## src/rtl/mem_stage_pkg.sv

```systemverilog
// Shared pipeline structures for the memory-access stage.
//
// Contents:
//   ex_to_mem_s  - execute -> memory bundle (address/result, store data,
//                  access kind, destination register, funct3 size code)
//   mem_to_wb_s  - memory -> writeback bundle (valid, reg_write, rd, data)
//   F3_*         - funct3 size/sign codes used by loads and stores
//   EXC_*        - mem_exc encodings
//   mem_state_e  - IDLE/WAIT state encoding of the stage FSM
//   helpers      - access legality check, lane enables, store lane data
package mem_stage_pkg;

    typedef struct packed {
        logic [31:0] alu_result;
        logic [31:0] write_data;
        logic        mem_read;
        logic        mem_write;
        logic        reg_write;
        logic [4:0]  rd;
        logic [2:0]  funct3;
    } ex_to_mem_s;

    typedef struct packed {
        logic        valid;
        logic        reg_write;
        logic [4:0]  rd;
        logic [31:0] wb_data;
    } mem_to_wb_s;

    localparam logic [2:0] F3_B  = 3'b000;
    localparam logic [2:0] F3_H  = 3'b001;
    localparam logic [2:0] F3_W  = 3'b010;
    localparam logic [2:0] F3_BU = 3'b100;
    localparam logic [2:0] F3_HU = 3'b101;

    localparam logic [1:0] EXC_NONE    = 2'b00;
    localparam logic [1:0] EXC_ALIGN   = 2'b01;
    localparam logic [1:0] EXC_TIMEOUT = 2'b10;

    typedef enum logic {
        ST_IDLE = 1'b0,
        ST_WAIT = 1'b1
    } mem_state_e;

    // True when funct3 names a real access of this direction and the
    // address is naturally aligned for its size.
    function automatic logic access_ok(input logic       is_store,
                                       input logic [2:0] f3,
                                       input logic [1:0] addr);
        logic legal;
        logic aligned;
        case (f3)
            F3_B, F3_H, F3_W: legal = 1'b1;
            F3_BU, F3_HU:     legal = !is_store;
            default:          legal = 1'b0;
        endcase
        case (f3[1:0])
            2'b01:   aligned = !addr[0];
            2'b10:   aligned = (addr == 2'b00);
            default: aligned = 1'b1;
        endcase
        return legal & aligned;
    endfunction

    // Loads use the same lanes as a store of the same size, so only the
    // size bits of funct3 matter here.
    function automatic logic [3:0] lane_enables(input logic [2:0] f3,
                                                input logic [1:0] addr);
        logic [3:0] be;
        case (f3[1:0])
            2'b00:   be = 4'b0001 << addr;
            2'b01:   be = addr[1] ? 4'b1100 : 4'b0011;
            default: be = 4'b1111;
        endcase
        return be;
    endfunction

    // Replicate the store datum into every lane it could occupy so the
    // byte enables alone select the target bytes.
    function automatic logic [31:0] lane_data(input logic [2:0]  f3,
                                              input logic [31:0] wdata);
        logic [31:0] d;
        case (f3[1:0])
            2'b00:   d = {4{wdata[7:0]}};
            2'b01:   d = {2{wdata[15:0]}};
            default: d = wdata;
        endcase
        return d;
    endfunction

endpackage

```

## src/rtl/mem_load_align.sv

```systemverilog
// Load data alignment and extension (purely combinational).
//
// Ports:
//   rdata  in  32  word returned by the data memory
//   addr   in  2   low address bits of the load
//   funct3 in  3   load size/sign code
//   result out 32  selected lane, sign- or zero-extended
module mem_load_align
    import mem_stage_pkg::*;
(
    input  logic [31:0] rdata,
    input  logic [1:0]  addr,
    input  logic [2:0]  funct3,
    output logic [31:0] result
);

    logic [31:0] shifted;

    // Bring the addressed byte/half down to bit 0 before extending.
    assign shifted = rdata >> {addr, 3'b000};

    always_comb begin
        result = rdata;
        case (funct3)
            F3_B:    result = {{24{shifted[7]}}, shifted[7:0]};
            F3_BU:   result = {24'h000000, shifted[7:0]};
            F3_H:    result = {{16{shifted[15]}}, shifted[15:0]};
            F3_HU:   result = {16'h0000, shifted[15:0]};
            default: result = rdata;
        endcase
    end

endmodule

```

## src/rtl/mem_stage.sv

```systemverilog
// Memory-access pipeline stage between execute and writeback.
//
// Non-memory instructions pass straight to writeback after one cycle.
// Loads/stores are checked for legality/alignment, then issued on a
// registered req/ack data-memory port; upstream is stalled until the ack
// (or a timeout) arrives.
//
// Ports:
//   clk, rst_n            clock, asynchronous active-low reset
//   ex_valid, ex_to_mem   incoming instruction bundle
//   mem_stall             upstream must hold its bundle
//   dmem_req/we/addr/be/wdata   registered request to data memory
//   dmem_ack, dmem_rdata  completion and load word (same cycle)
//   mem_to_wb             registered writeback bundle
//   mem_exc               one-cycle exception code aligned with mem_to_wb
module mem_stage
    import mem_stage_pkg::*;
#(
    parameter int TIMEOUT_CYCLES = 255
) (
    input  logic        clk,
    input  logic        rst_n,
    input  logic        ex_valid,
    input  ex_to_mem_s  ex_to_mem,
    output logic        mem_stall,
    output logic        dmem_req,
    output logic        dmem_we,
    output logic [31:0] dmem_addr,
    output logic [3:0]  dmem_be,
    output logic [31:0] dmem_wdata,
    input  logic        dmem_ack,
    input  logic [31:0] dmem_rdata,
    output mem_to_wb_s  mem_to_wb,
    output logic [1:0]  mem_exc
);

    localparam int CW = $clog2(TIMEOUT_CYCLES + 1);
    // The counter holds the number of ack-less WAIT cycles already seen;
    // the cycle in which it equals this value is the last one allowed.
    localparam logic [CW-1:0] CNT_LAST = CW'(TIMEOUT_CYCLES - 1);

    mem_state_e  state_reg, state_next;
    logic        req_reg, req_next;
    logic        we_reg, we_next;
    logic [31:0] addr_reg, addr_next;
    logic [3:0]  be_reg, be_next;
    logic [31:0] wdata_reg, wdata_next;
    logic [2:0]  funct3_reg, funct3_next;
    logic [4:0]  rd_reg, rd_next;
    logic        reg_write_reg, reg_write_next;
    logic [CW-1:0] cnt_reg, cnt_next;
    mem_to_wb_s  wb_reg, wb_next;
    logic [1:0]  exc_reg, exc_next;

    logic        is_mem_op;
    logic        good_access;
    logic        timeout_hit;
    logic [31:0] load_data;

    mem_load_align u_load_align (
        .rdata  (dmem_rdata),
        .addr   (addr_reg[1:0]),
        .funct3 (funct3_reg),
        .result (load_data)
    );

    assign is_mem_op   = ex_to_mem.mem_read | ex_to_mem.mem_write;
    assign good_access = access_ok(ex_to_mem.mem_write, ex_to_mem.funct3,
                                   ex_to_mem.alu_result[1:0]);
    // An ack in the final allowed cycle still completes the transfer.
    assign timeout_hit = (state_reg == ST_WAIT) && !dmem_ack && (cnt_reg == CNT_LAST);

    always_comb begin
        state_next     = state_reg;
        req_next       = req_reg;
        we_next        = we_reg;
        addr_next      = addr_reg;
        be_next        = be_reg;
        wdata_next     = wdata_reg;
        funct3_next    = funct3_reg;
        rd_next        = rd_reg;
        reg_write_next = reg_write_reg;
        cnt_next       = cnt_reg;
        wb_next        = '0;
        exc_next       = EXC_NONE;
        mem_stall      = 1'b0;

        case (state_reg)
            ST_IDLE: begin
                if (ex_valid) begin
                    if (!is_mem_op) begin
                        wb_next.valid     = 1'b1;
                        wb_next.reg_write = ex_to_mem.reg_write;
                        wb_next.rd        = ex_to_mem.rd;
                        wb_next.wb_data   = ex_to_mem.alu_result;
                    end else if (!good_access) begin
                        // Faulting access retires immediately with the
                        // offending address as data and no register write.
                        wb_next.valid     = 1'b1;
                        wb_next.reg_write = 1'b0;
                        wb_next.rd        = ex_to_mem.rd;
                        wb_next.wb_data   = ex_to_mem.alu_result;
                        exc_next          = EXC_ALIGN;
                    end else begin
                        state_next     = ST_WAIT;
                        req_next       = 1'b1;
                        we_next        = ex_to_mem.mem_write;
                        addr_next      = ex_to_mem.alu_result;
                        be_next        = lane_enables(ex_to_mem.funct3,
                                                      ex_to_mem.alu_result[1:0]);
                        wdata_next     = lane_data(ex_to_mem.funct3,
                                                   ex_to_mem.write_data);
                        funct3_next    = ex_to_mem.funct3;
                        rd_next        = ex_to_mem.rd;
                        reg_write_next = ex_to_mem.reg_write;
                        cnt_next       = '0;
                        mem_stall      = 1'b1;
                    end
                end
            end

            ST_WAIT: begin
                if (dmem_ack) begin
                    state_next        = ST_IDLE;
                    req_next          = 1'b0;
                    wb_next.valid     = 1'b1;
                    wb_next.reg_write = reg_write_reg & !we_reg;
                    wb_next.rd        = rd_reg;
                    wb_next.wb_data   = we_reg ? 32'h0 : load_data;
                end else if (timeout_hit) begin
                    state_next        = ST_IDLE;
                    req_next          = 1'b0;
                    wb_next.valid     = 1'b1;
                    wb_next.reg_write = 1'b0;
                    wb_next.rd        = rd_reg;
                    exc_next          = EXC_TIMEOUT;
                end else begin
                    cnt_next  = cnt_reg + CW'(1);
                    mem_stall = 1'b1;
                end
            end

            default: begin
                state_next = ST_IDLE;
                req_next   = 1'b0;
            end
        endcase
    end

    always_ff @(posedge clk or negedge rst_n) begin
        if (!rst_n) begin
            state_reg     <= ST_IDLE;
            req_reg       <= 1'b0;
            we_reg        <= 1'b0;
            addr_reg      <= '0;
            be_reg        <= '0;
            wdata_reg     <= '0;
            funct3_reg    <= '0;
            rd_reg        <= '0;
            reg_write_reg <= 1'b0;
            cnt_reg       <= '0;
            wb_reg        <= '0;
            exc_reg       <= EXC_NONE;
        end else begin
            state_reg     <= state_next;
            req_reg       <= req_next;
            we_reg        <= we_next;
            addr_reg      <= addr_next;
            be_reg        <= be_next;
            wdata_reg     <= wdata_next;
            funct3_reg    <= funct3_next;
            rd_reg        <= rd_next;
            reg_write_reg <= reg_write_next;
            cnt_reg       <= cnt_next;
            wb_reg        <= wb_next;
            exc_reg       <= exc_next;
        end
    end

    assign dmem_req   = req_reg;
    assign dmem_we    = we_reg;
    assign dmem_addr  = addr_reg;
    assign dmem_be    = be_reg;
    assign dmem_wdata = wdata_reg;
    assign mem_to_wb  = wb_reg;
    assign mem_exc    = exc_reg;

endmodule

```

## config.mk

```make
export PLATFORM = sky130hd
export DESIGN_NAME = mem_stage
export DESIGN_NICKNAME = d
export VERILOG_FILES = /design/src/rtl/mem_stage_pkg.sv /design/src/rtl/mem_load_align.sv /design/src/rtl/mem_stage.sv
export SDC_FILE = /design/constraint.sdc
export NUM_CORES = 1
export LEC_CHECK = 0
export BUFFER_PORTS_ARGS = -buffer_cell sky130_fd_sc_hd__buf_2
export CAP_MARGIN = 20
export CORE_ASPECT_RATIO = 1.1
export CORE_MARGIN = 5
export CORE_UTILIZATION = 35
export DETAILED_ROUTE_END_ITERATION = 10
export PLACE_DENSITY_LB_ADDON = 0.25
export RECOVER_POWER = 100
export SYNTH_ARGS = -nofsm -noshare
export SYNTH_HDL_FRONTEND = slang
export SYNTH_SLANG_ARGS = --single-unit
```

## constraint.sdc

```tcl
create_clock -name clk -period 4.9 [get_ports clk]
set_input_delay 0.98 -clock clk [delete_from_list [all_inputs] [get_ports clk]]
set_output_delay 0.98 -clock clk [all_outputs]
set_load 0.005 [all_outputs]
```

==> flow_summary.json, run 1 <==
{
  "place_ws_ns": 0.8359,
  "drtPass1Iterations": 5,
  "insertedDiodeCount": 0,
  "postSynthAreaPerCell_sq_um": 12.97,
  "outcome": "complete, but fails checks",
  "initial_core_util_pct": 35.87,
  "finalCritPeriodShare_pct": 84.99,
  "htreeDepth": 4,
  "drcViolationCount": 0,
  "grt_use_met3_pct": 5.263,
  "slowest_stage": "or4_4",
  "clock_latency_ns": 0.42,
  "drt-initial-drc-count": 264,
  "clk_pin_slew_ns": 0.06,
  "synth-seq-cells": 129,
  "max_cap_viol_count": 2,
  "synth_nets": 590,
  "core_sq_mm": 0.01714,
  "avgRoutedWirePerCell_microns": 18.79,
  "cts-root-buf": "clkbuf_16",
  "async_reset_ff_share_pct": 100.0,
  "seq_area_frac_synth_pct": 52.50,
  "netlist_area_sq_mm": 0.006148,
  "drt_wl_total_microns": 17590,
  "rsz0062_at_grt": "no",
  "netlist_instances": 474,
  "fin_skew_ns": 0.01588,
  "arrival_ns": 3.18,
  "cts_tree": "done",
  "total_power_mw": 3.570,
  "synth_area_leader_cell": "dfrtp_1",
  "layout.cells.non_filler": 936,
  "use_met2_pct": 28.84,
  "hold_viol": 0,
  "r2r-start": "state_reg",
  "die_h_microns": 149.0,
  "grt_max_degree": 87,
  "cpLargestDelayFamily": "simple AND/OR/NAND/NOR gates",
  "synth_area_leaders": "dfrtp_1 (53%), mux2_4 (11%), mux2_1 (5.1%)",
  "yosysWarnings": 0,
  "worstHoldPathType": "flip-flop to flip-flop",
  "postCtsSetupBuffers": 0,
  "ant_nets": 0,
  "vias_per_cell": 5.009,
  "die-area_sq_mm": 0.02032,
  "grt_pass1_vias": 4856,
  "p_leak_nw": 3.617,
  "ys.flop_type": "dfrtp_1",
  "layout_common_cells": "buf_2 (153), dfrtp_1 (129), mux2_1 (75)",
  "synth_largest_type_area_fraction_pct": 52.50,
  "antenna_found_initial": 2,
  "cp_max_fo": 22,
  "largest_reg_flops": 39,
  "crit_type": "primary input to primary output",
  "drive_gt1_share_pct": 31.05,
  "post-route-min-period_ns": 4.164,
  "ios": 223,
  "start_kind": "primary input",
  "grt_pass1_wl_microns": 27210,
  "dp_cells": 905,
  "synth-edff-count": 0,
  "path_cells": "clkbuf_1 -> inv_1 -> ha_1 -> clkbuf_1 -> a221oi_1 -> or4_4 -> nand2_1 -> clkbuf_1",
  "cts_buffer_depth": 2,
  "critPathLaunch": "ex_to_mem[1]",
  "port_buffers": 222,
  "cp_common_cell": "clkbuf_1",
  "worstHoldStart": "dmem_wdata[17]",
  "p_per_area_mw_per_mm2": 462.7,
  "cts-buffers-inserted": 17,
  "die_w_microns": 136.4,
  "gp_routability_congestion": 0.7921,
  "cp-end-kind": "primary output",
  "row_count": 50,
  "layout_setup_ws_ns": 0.7357,
  "dp_hpwl_microns": 13200,
  "cts_resized": 0,
  "final_common_cell": "buf_2",
  "ir_drop_uv": 242.5,
  "critPathBufInv": 4,
  "slowest_delay_ns": 0.71,
  "synth.distinct_cells": 56,
  "tightest_slew_ns": 2.165,
  "slew_viol_final": 126,
  "relSlewSlack_pct": -44.32,
  "synthToLayoutAreaGrowth_pct": 25.50,
  "violations": "capacitance limit, slew limit",
  "final_util_pct": 45.01,
  "grtUsageTotal_pct": 17.30,
  "setup_viol": 0,
  "fin_tns_setup_ns": 0,
  "hold_buffers": 0,
  "grt-busiest-layer": "met2",
  "final_nets": 806,
  "use_met1_pct": 21.51,
  "vias": 4688,
  "grt-ovfl-total": 0,
  "fmax_mhz": 240.1,
  "required_ns": 3.92,
  "numClockSinks": 129
}
## per-layer routing
layer  vias up  share of wire [%]
met2       187                 49
met5         -               0.15
met1      2295                 42
met3        17                8.1
li1       2185                  -
met4         4                1.1
## cell usage after synthesis (3+ instances only)
library cell / instances
mux2_2: 19
clkbuf_1: 14
o21ba_2: 6
nor3_1: 10
buf_2: 7
dfrtp_1: 129
nor2_1: 30
a211o_1: 7
a22oi_1: 10
mux2_4: 47
nor2b_1: 11
a221o_1: 18
mux2_1: 28
a22o_1: 13
o21ai_0: 14
buf_6: 5
inv_1: 10
ha_1: 5
xor2_1: 3
nand2_1: 21
nand2b_1: 6
o2bb2ai_1: 7
a221oi_1: 7
o22ai_1: 3
## final timing paths
check	cells after the start	slack (ns)	to
setup / recovery	8	0.74	mem_stall
hold / removal	1	0.48	dmem_wdata[17]
setup reg to reg	4	1.83	dmem_wdata[25]
hold reg to reg	1	0.48	dmem_wdata[17]
max in group asynchronous	2	1.63	mem_to_wb[38]
min in group asynchronous	1	1.14	dmem_addr[15]
## logic make-up (layout without fill, tap and decap cells)
kind of cell / Yosys count / count (layout) / share of synthesized area, %
mux: 96 / 96 / 20.61
xor+xnor: 4 / 4 / 0.5699
simple gates: 98 / 98 / 8.262
compound gates: 101 / 101 / 13.65
buf+inv: 41 / 269 / 3.378
fa+ha+maj: 5 / 5 / 1.018
flops: 129 / 129 / 52.50
## cell type report
cell class                 count  area, sq um
clock buffer                  18        429.2
clock inverter                13        140.1
fill                        1683         9425
inverter                      11        41.29
multi-input combinational    304         2534
sequential                   129         3228
tap                          234        292.8
timing repair buffer         227         1051
## metrics by stage
stage / hold slack, ns / area (sq um)
2_1_floorplan: 0.4635 / 6148
3_3_place_gp: 0.4660 / 7447
3_5_place_dp: 0.4692 / 7447
4_1_cts: 0.4889 / 8016
5_1_grt: 0.5023 / 7716
6_report: 0.4843 / 7716
## power breakdown
part / internal, mW / switching (mW) / total [mW]
Clock: 0.745 / 0.483 / 1.23
Combinational: 0.420 / 0.402 / 0.821
Sequential: 1.34 / 0.186 / 1.52
Total: 2.50 / 1.07 / 3.57
(Power assumes the default switching activity.)
==> run 2: changes to the inputs <==
clock period = 3.4 ns   (was 4.9 ns; I/O delays follow)
==> flow_summary.json, run 2 (synthesis gave the netlist of run 1 again) <==
{
  "drtPass1Iterations": 6,
  "ant_nets": 0,
  "worstHoldPathType": "flip-flop to flip-flop",
  "initial_core_util_pct": 35.87,
  "fin_skew_ns": 0.008208,
  "largest_reg_flops": 39,
  "dp_hpwl_microns": 13440,
  "grt-ovfl-total": 0,
  "antenna_found_initial": 1,
  "grt_pass1_wl_microns": 27960,
  "core_sq_mm": 0.01714,
  "ir_drop_uv": 342.9,
  "outcome": "complete, but fails checks",
  "die_w_microns": 136.4,
  "cp_max_fo": 4,
  "clock_latency_ns": 0.42,
  "grt_max_degree": 98,
  "vias_per_cell": 5.070,
  "worstHoldStart": "dmem_wdata[21]",
  "post-route-min-period_ns": 2.909,
  "worst_r2r_endpoint": "dmem_wdata[25]",
  "relSlewSlack_pct": -65.09,
  "hold_buffers": 0,
  "cts_buffer_depth": 2,
  "slew_viol_final": 98,
  "grt_pass1_vias": 5034,
  "vias": 4771,
  "cts_resized": 0,
  "tightest_slew_ns": 2.476,
  "max_cap_viol_count": 1,
  "drive_gt1_share_pct": 31.59,
  "p_leak_nw": 3.650,
  "grtUsageTotal_pct": 17.87,
  "htreeDepth": 4,
  "cp-end-kind": "primary output",
  "cts-root-buf": "clkbuf_16",
  "die_h_microns": 149.0,
  "violations": "capacitance limit, slew limit",
  "holdPathStages": 1,
  "multiInputGateArea_sq_mm": 0.002531,
  "start_kind": "primary input",
  "ios": 223,
  "fmax_mhz": 343.8,
  "hold_viol": 0,
  "drcViolationCount": 0,
  "finalCritPeriodShare_pct": 85.54,
  "layout_common_cells": "buf_2 (151), dfrtp_1 (129), mux2_1 (75)",
  "row_count": 50,
  "r2r_cells": 4,
  "avgRoutedWirePerCell_microns": 19.08,
  "area.sequential_sq_mm": 0.003228,
  "drt_wl_total_microns": 17950,
  "synthToLayoutAreaGrowth_pct": 25.84,
  "drt-initial-drc-count": 269,
  "layout.cells.non_filler": 941,
  "rsz0062_at_grt": "no",
  "crit_type": "primary input to primary output",
  "ff2ff_setup_slack_ns": 0.93,
  "final_nets": 810,
  "postCtsSetupBuffers": 0,
  "cts_tree": "done",
  "r2r-start": "state_reg",
  "gp_routability_congestion": 0.7821,
  "cts-buffers-inserted": 17,
  "required_ns": 2.72,
  "clk_pin_slew_ns": 0.06,
  "dp_cells": 909,
  "fin_tns_setup_ns": 0,
  "final_common_cell": "buf_2",
  "port_buffers": 222,
  "fillers": 1760,
  "p_per_area_mw_per_mm2": 661.8,
  "min_to": "dmem_wdata[21]",
  "setup_viol": 0,
  "arrival_ns": 2.23,
  "numClockSinks": 129,
  "die-area_sq_mm": 0.02032
}
run 2: through the flow:
| stage | area, sq um | util [%] | total power, mW | hold WS [ns] | setup slack (ns) |
|---|---|---|---|---|---|
| 3_5_place_dp | 7477 | 43.62 | 3.630 | 0.4694 | 0.5937 |
| 2_1_floorplan | 6148 | - | 2.961 | 0.3844 | 0.5963 |
| 5_1_grt | 7735 | 45.12 | 5.440 | 0.4644 | 0.2655 |
| 3_3_place_gp | 7477 | 43.62 | 3.581 | 0.4638 | 0.6374 |
| 6_report | 7737 | 45.14 | 5.120 | 0.4799 | 0.4915 |
| 4_1_cts | 8040 | 46.91 | 5.416 | 0.3992 | 0.5862 |
run 2: how the worst max path moves through the flow:
stage | startpoint | to | slack (ns) | cells after the start
3_5_place_dp | ex_to_mem[1] | mem_stall | 0.59 | 8
5_1_grt | rst_n | state_reg | 0.27 | 2
3_3_place_gp | ex_to_mem[1] | mem_stall | 0.64 | 8
4_1_cts | ex_to_mem[1] | mem_stall | 0.59 | 8
6_report | ex_to_mem[1] | mem_stall | 0.49 | 7
2_1_floorplan | ex_to_mem[1] | mem_stall | 0.60 | 9
run 2: where the power goes:
part | switching, mW | internal (mW) | leakage, nW
logic | 0.580 | 0.601 | 1.77
clock network | 0.703 | 1.04 | 0.279
registers | 0.269 | 1.92 | 1.60
run 2: routing by layer:
metal / global-route usage [%] / part of all wire [%] / wire length, microns
met1: 21.67 / 41 / 7382
met2: 29.68 / 49 / 8764
met3: 6.646 / 8.3 / 1490
met4: 5.292 / 1.7 / 300
met5: 0 / 0.072 / 13
run 2: final cells by class:
cell class / instances / area share [%]
inverters: 11 / 0.5336
multi-input cells: 304 / 32.71
well taps: 234 / 3.784
diodes: 1 / 0.03234
flip-flops and latches: 129 / 41.72
clock inverters: 12 / 1.423
repair buffers: 231 / 13.94
clock buffers: 19 / 5.854
run 2: critical path, cell delays in order:
cell and delay (ns):
clkbuf_1 0.12, inv_1 0.08, ha_1 0.24, a221oi_1 0.61, or4_1 0.25, nand2_1 0.08, clkbuf_1 0.16
==> run 3: changes to the inputs <==
--- a/constraint.sdc
+++ b/constraint.sdc
@@ -3,2 +3,2 @@
 set_output_delay 0.68 -clock clk [all_outputs]
-set_load 0.005 [all_outputs]
+set_load 0.05 [all_outputs]
==> flow_summary.json, run 3 (synthesis gave the netlist of run 1 again) <==
{
  "cts-buffers-inserted": 17,
  "grt_use_met3_pct": 6.714,
  "die-area_sq_mm": 0.02032,
  "total_power_mw": 6.484,
  "p_leak_nw": 3.535,
  "path_cells": "clkbuf_1 -> inv_1 -> ha_1 -> nor2_4 -> a22o_4 -> or4_2 -> nand2_1 -> buf_2",
  "row_count": 50,
  "p_clk_share_pct": 29.6,
  "cts_resized": 0,
  "post-route-min-period_ns": 3.025,
  "ir_drop_uv": 416.4,
  "htreeDepth": 4,
  "crit_end": "mem_stall",
  "violations": "capacitance limit, slew limit",
  "cp.depth": 8,
  "p_per_area_mw_per_mm2": 837.6,
  "r2r-start": "state_reg",
  "grt_pass1_wl_microns": 27870,
  "initial_core_util_pct": 35.87,
  "switching_share_pct": 43.18,
  "fin_tns_setup_ns": 0,
  "grt_max_degree": 90,
  "avgRoutedWirePerCell_microns": 19.10,
  "design_area_sq_mm": 0.007741,
  "grt-busiest-layer": "met2",
  "ff2ff_setup_slack_ns": 0.78,
  "grtUsageTotal_pct": 17.61,
  "hold_buffers": 0,
  "worstHoldPathType": "flip-flop to flip-flop",
  "synthToLayoutAreaGrowth_pct": 25.91,
  "grt_pass1_vias": 5044,
  "start_kind": "primary input",
  "outcome": "complete, but fails checks",
  "port_buffers": 222,
  "cts_buffer_depth": 2,
  "worst_r2r_endpoint": "rd_reg[0]",
  "cts_tree": "done",
  "vias_per_cell": 5.106,
  "drive_gt1_share_pct": 25.92,
  "gp_routability_congestion": 0.7885,
  "cts-root-buf": "clkbuf_16",
  "dp_hpwl_microns": 13210,
  "dp_cells": 909,
  "insertedDiodeCount": 0,
  "ant_nets": 0,
  "final_nets": 810,
  "vias": 4800,
  "core_sq_mm": 0.01714,
  "arrival_ns": 2.34,
  "relSlewSlack_pct": -46.59,
  "setup_viol": 0,
  "critPathBufInv": 3,
  "r2r_cells": 4,
  "required_ns": 2.72,
  "drt_wl_total_microns": 17950,
  "drtPass1Iterations": 4,
  "max_cap_viol_count": 1,
  "postCtsSetupBuffers": 0,
  "hold_viol": 0,
  "fmax_mhz": 330.6,
  "die_w_microns": 136.4,
  "post_dp_cell_area_sq_mm": 0.007477,
  "p_int_mw": 3.684,
  "layout_common_cells": "dfrtp_1 (129), clkbuf_1 (113), buf_2 (110)",
  "fin_skew_ns": 0.009750,
  "crit_type": "primary input to primary output",
  "ios": 223,
  "final_common_cell": "dfrtp_1",
  "use_met1_pct": 20.94,
  "clk_pin_slew_ns": 0.06,
  "p_comb_share_pct": 36.5,
  "use_met2_pct": 29.46,
  "grt-ovfl-total": 0,
  "cpLargestDelayFamily": "simple AND/OR/NAND/NOR gates",
  "drcViolationCount": 0,
  "slew_viol_final": 90,
  "cp-end-kind": "primary output",
  "slowest_stage": "or4_2",
  "tightest_slew_ns": 2.199,
  "cp_max_fo": 4,
  "drt-initial-drc-count": 337,
  "largest_reg_flops": 39,
  "p_switching_mw": 2.800,
  "die_h_microns": 149.0,
  "rsz0062_at_grt": "no",
  "clock_latency_ns": 0.42,
  "antenna_found_initial": 1,
  "critPathLaunch": "ex_to_mem[1]",
  "numClockSinks": 129,
  "slowest_delay_ns": 0.55,
  "seq_power_share_pct": 34.0,
  "layout.cells.non_filler": 940,
  "finalCritPeriodShare_pct": 88.96
}
[run 3: cell types whose count changed in the layout (fill, tap and decap cells not counted), moves of 2 or more]
cell and change:
mux2_1 -2, clkinv_2 -4, clkbuf_1 +44, bufinv_16 +2
inv_6 +4, mux2_4 +2, buf_2 -41, clkinv_4 -2
clkbuf_2 -2
[run 3: metal layers]
| layer | vias up | routed length, microns | share of wire (%) |
|---|---|---|---|
| met3 | 27 | 1702 | 9.5 |
| li1 | 2183 | - | - |
| met4 | 2 | 310 | 1.7 |
| met5 | - | 20 | 0.11 |
| met2 | 227 | 8712 | 49 |
| met1 | 2361 | 7208 | 40 |
[run 3: power by group through the flow]
stage | logic, mW | registers [mW] | clock network [mW]
finish | 2.37 | 2.20 | 1.92
global placement | 2.59 | 2.20 | 0
global route | 2.51 | 2.25 | 2.04
floorplan | 0.793 | 3.36 | 0
detailed placement | 2.63 | 2.22 | 0
CTS | 2.64 | 2.20 | 1.97
[run 3: worst reg2reg max path: stages (launching register included)]
cell	delay (ns)
dfrtp_1	0.46
nand2b_1	0.24
or4_2	0.67
buf_2	0.57
mux2_1	0.55
[run 3: how the worst min path moves through the flow]
| stage | from | end | slack [ns] | cells after the start |
|---|---|---|---|---|
| 2_1_floorplan | rst_n | cnt_reg[0] | 0.38 | 0 |
| 3_3_place_gp | dmem_wdata[21] | dmem_wdata[21] | 0.46 | 1 |
| 3_5_place_dp | dmem_wdata[23] | dmem_wdata[23] | 0.47 | 1 |
| 4_1_cts | rst_n | dmem_addr[15] | 0.35 | 1 |
| 5_1_grt | ex_to_mem[70] | dmem_addr[27] | 0.48 | 2 |
| 6_report | dmem_wdata[23] | dmem_wdata[23] | 0.49 | 1 |
[run 3: metrics by stage]
| stage | setup WS [ns] | hold WS [ns] | util (%) |
|---|---|---|---|
| 5_1_grt | 0.1977 | 0.4790 | 45.16 |
| 3_3_place_gp | 0.5090 | 0.4639 | 43.62 |
| 6_report | 0.3755 | 0.4885 | 45.16 |
| 4_1_cts | 0.4816 | 0.3512 | 47.20 |
| 3_5_place_dp | 0.4465 | 0.4746 | 43.62 |
| 2_1_floorplan | 0.3212 | 0.3844 | - |
[run 3: final cells by class]
cell class / instances / area (sq um)
sequential: 129 / 3228
multi-input combinational: 304 / 2540
timing repair buffer: 231 / 1025
clock buffer: 18 / 439.2
fill: 1724 / 9400
tap: 234 / 292.8
inverter: 11 / 41.29
clock inverter: 13 / 175.2
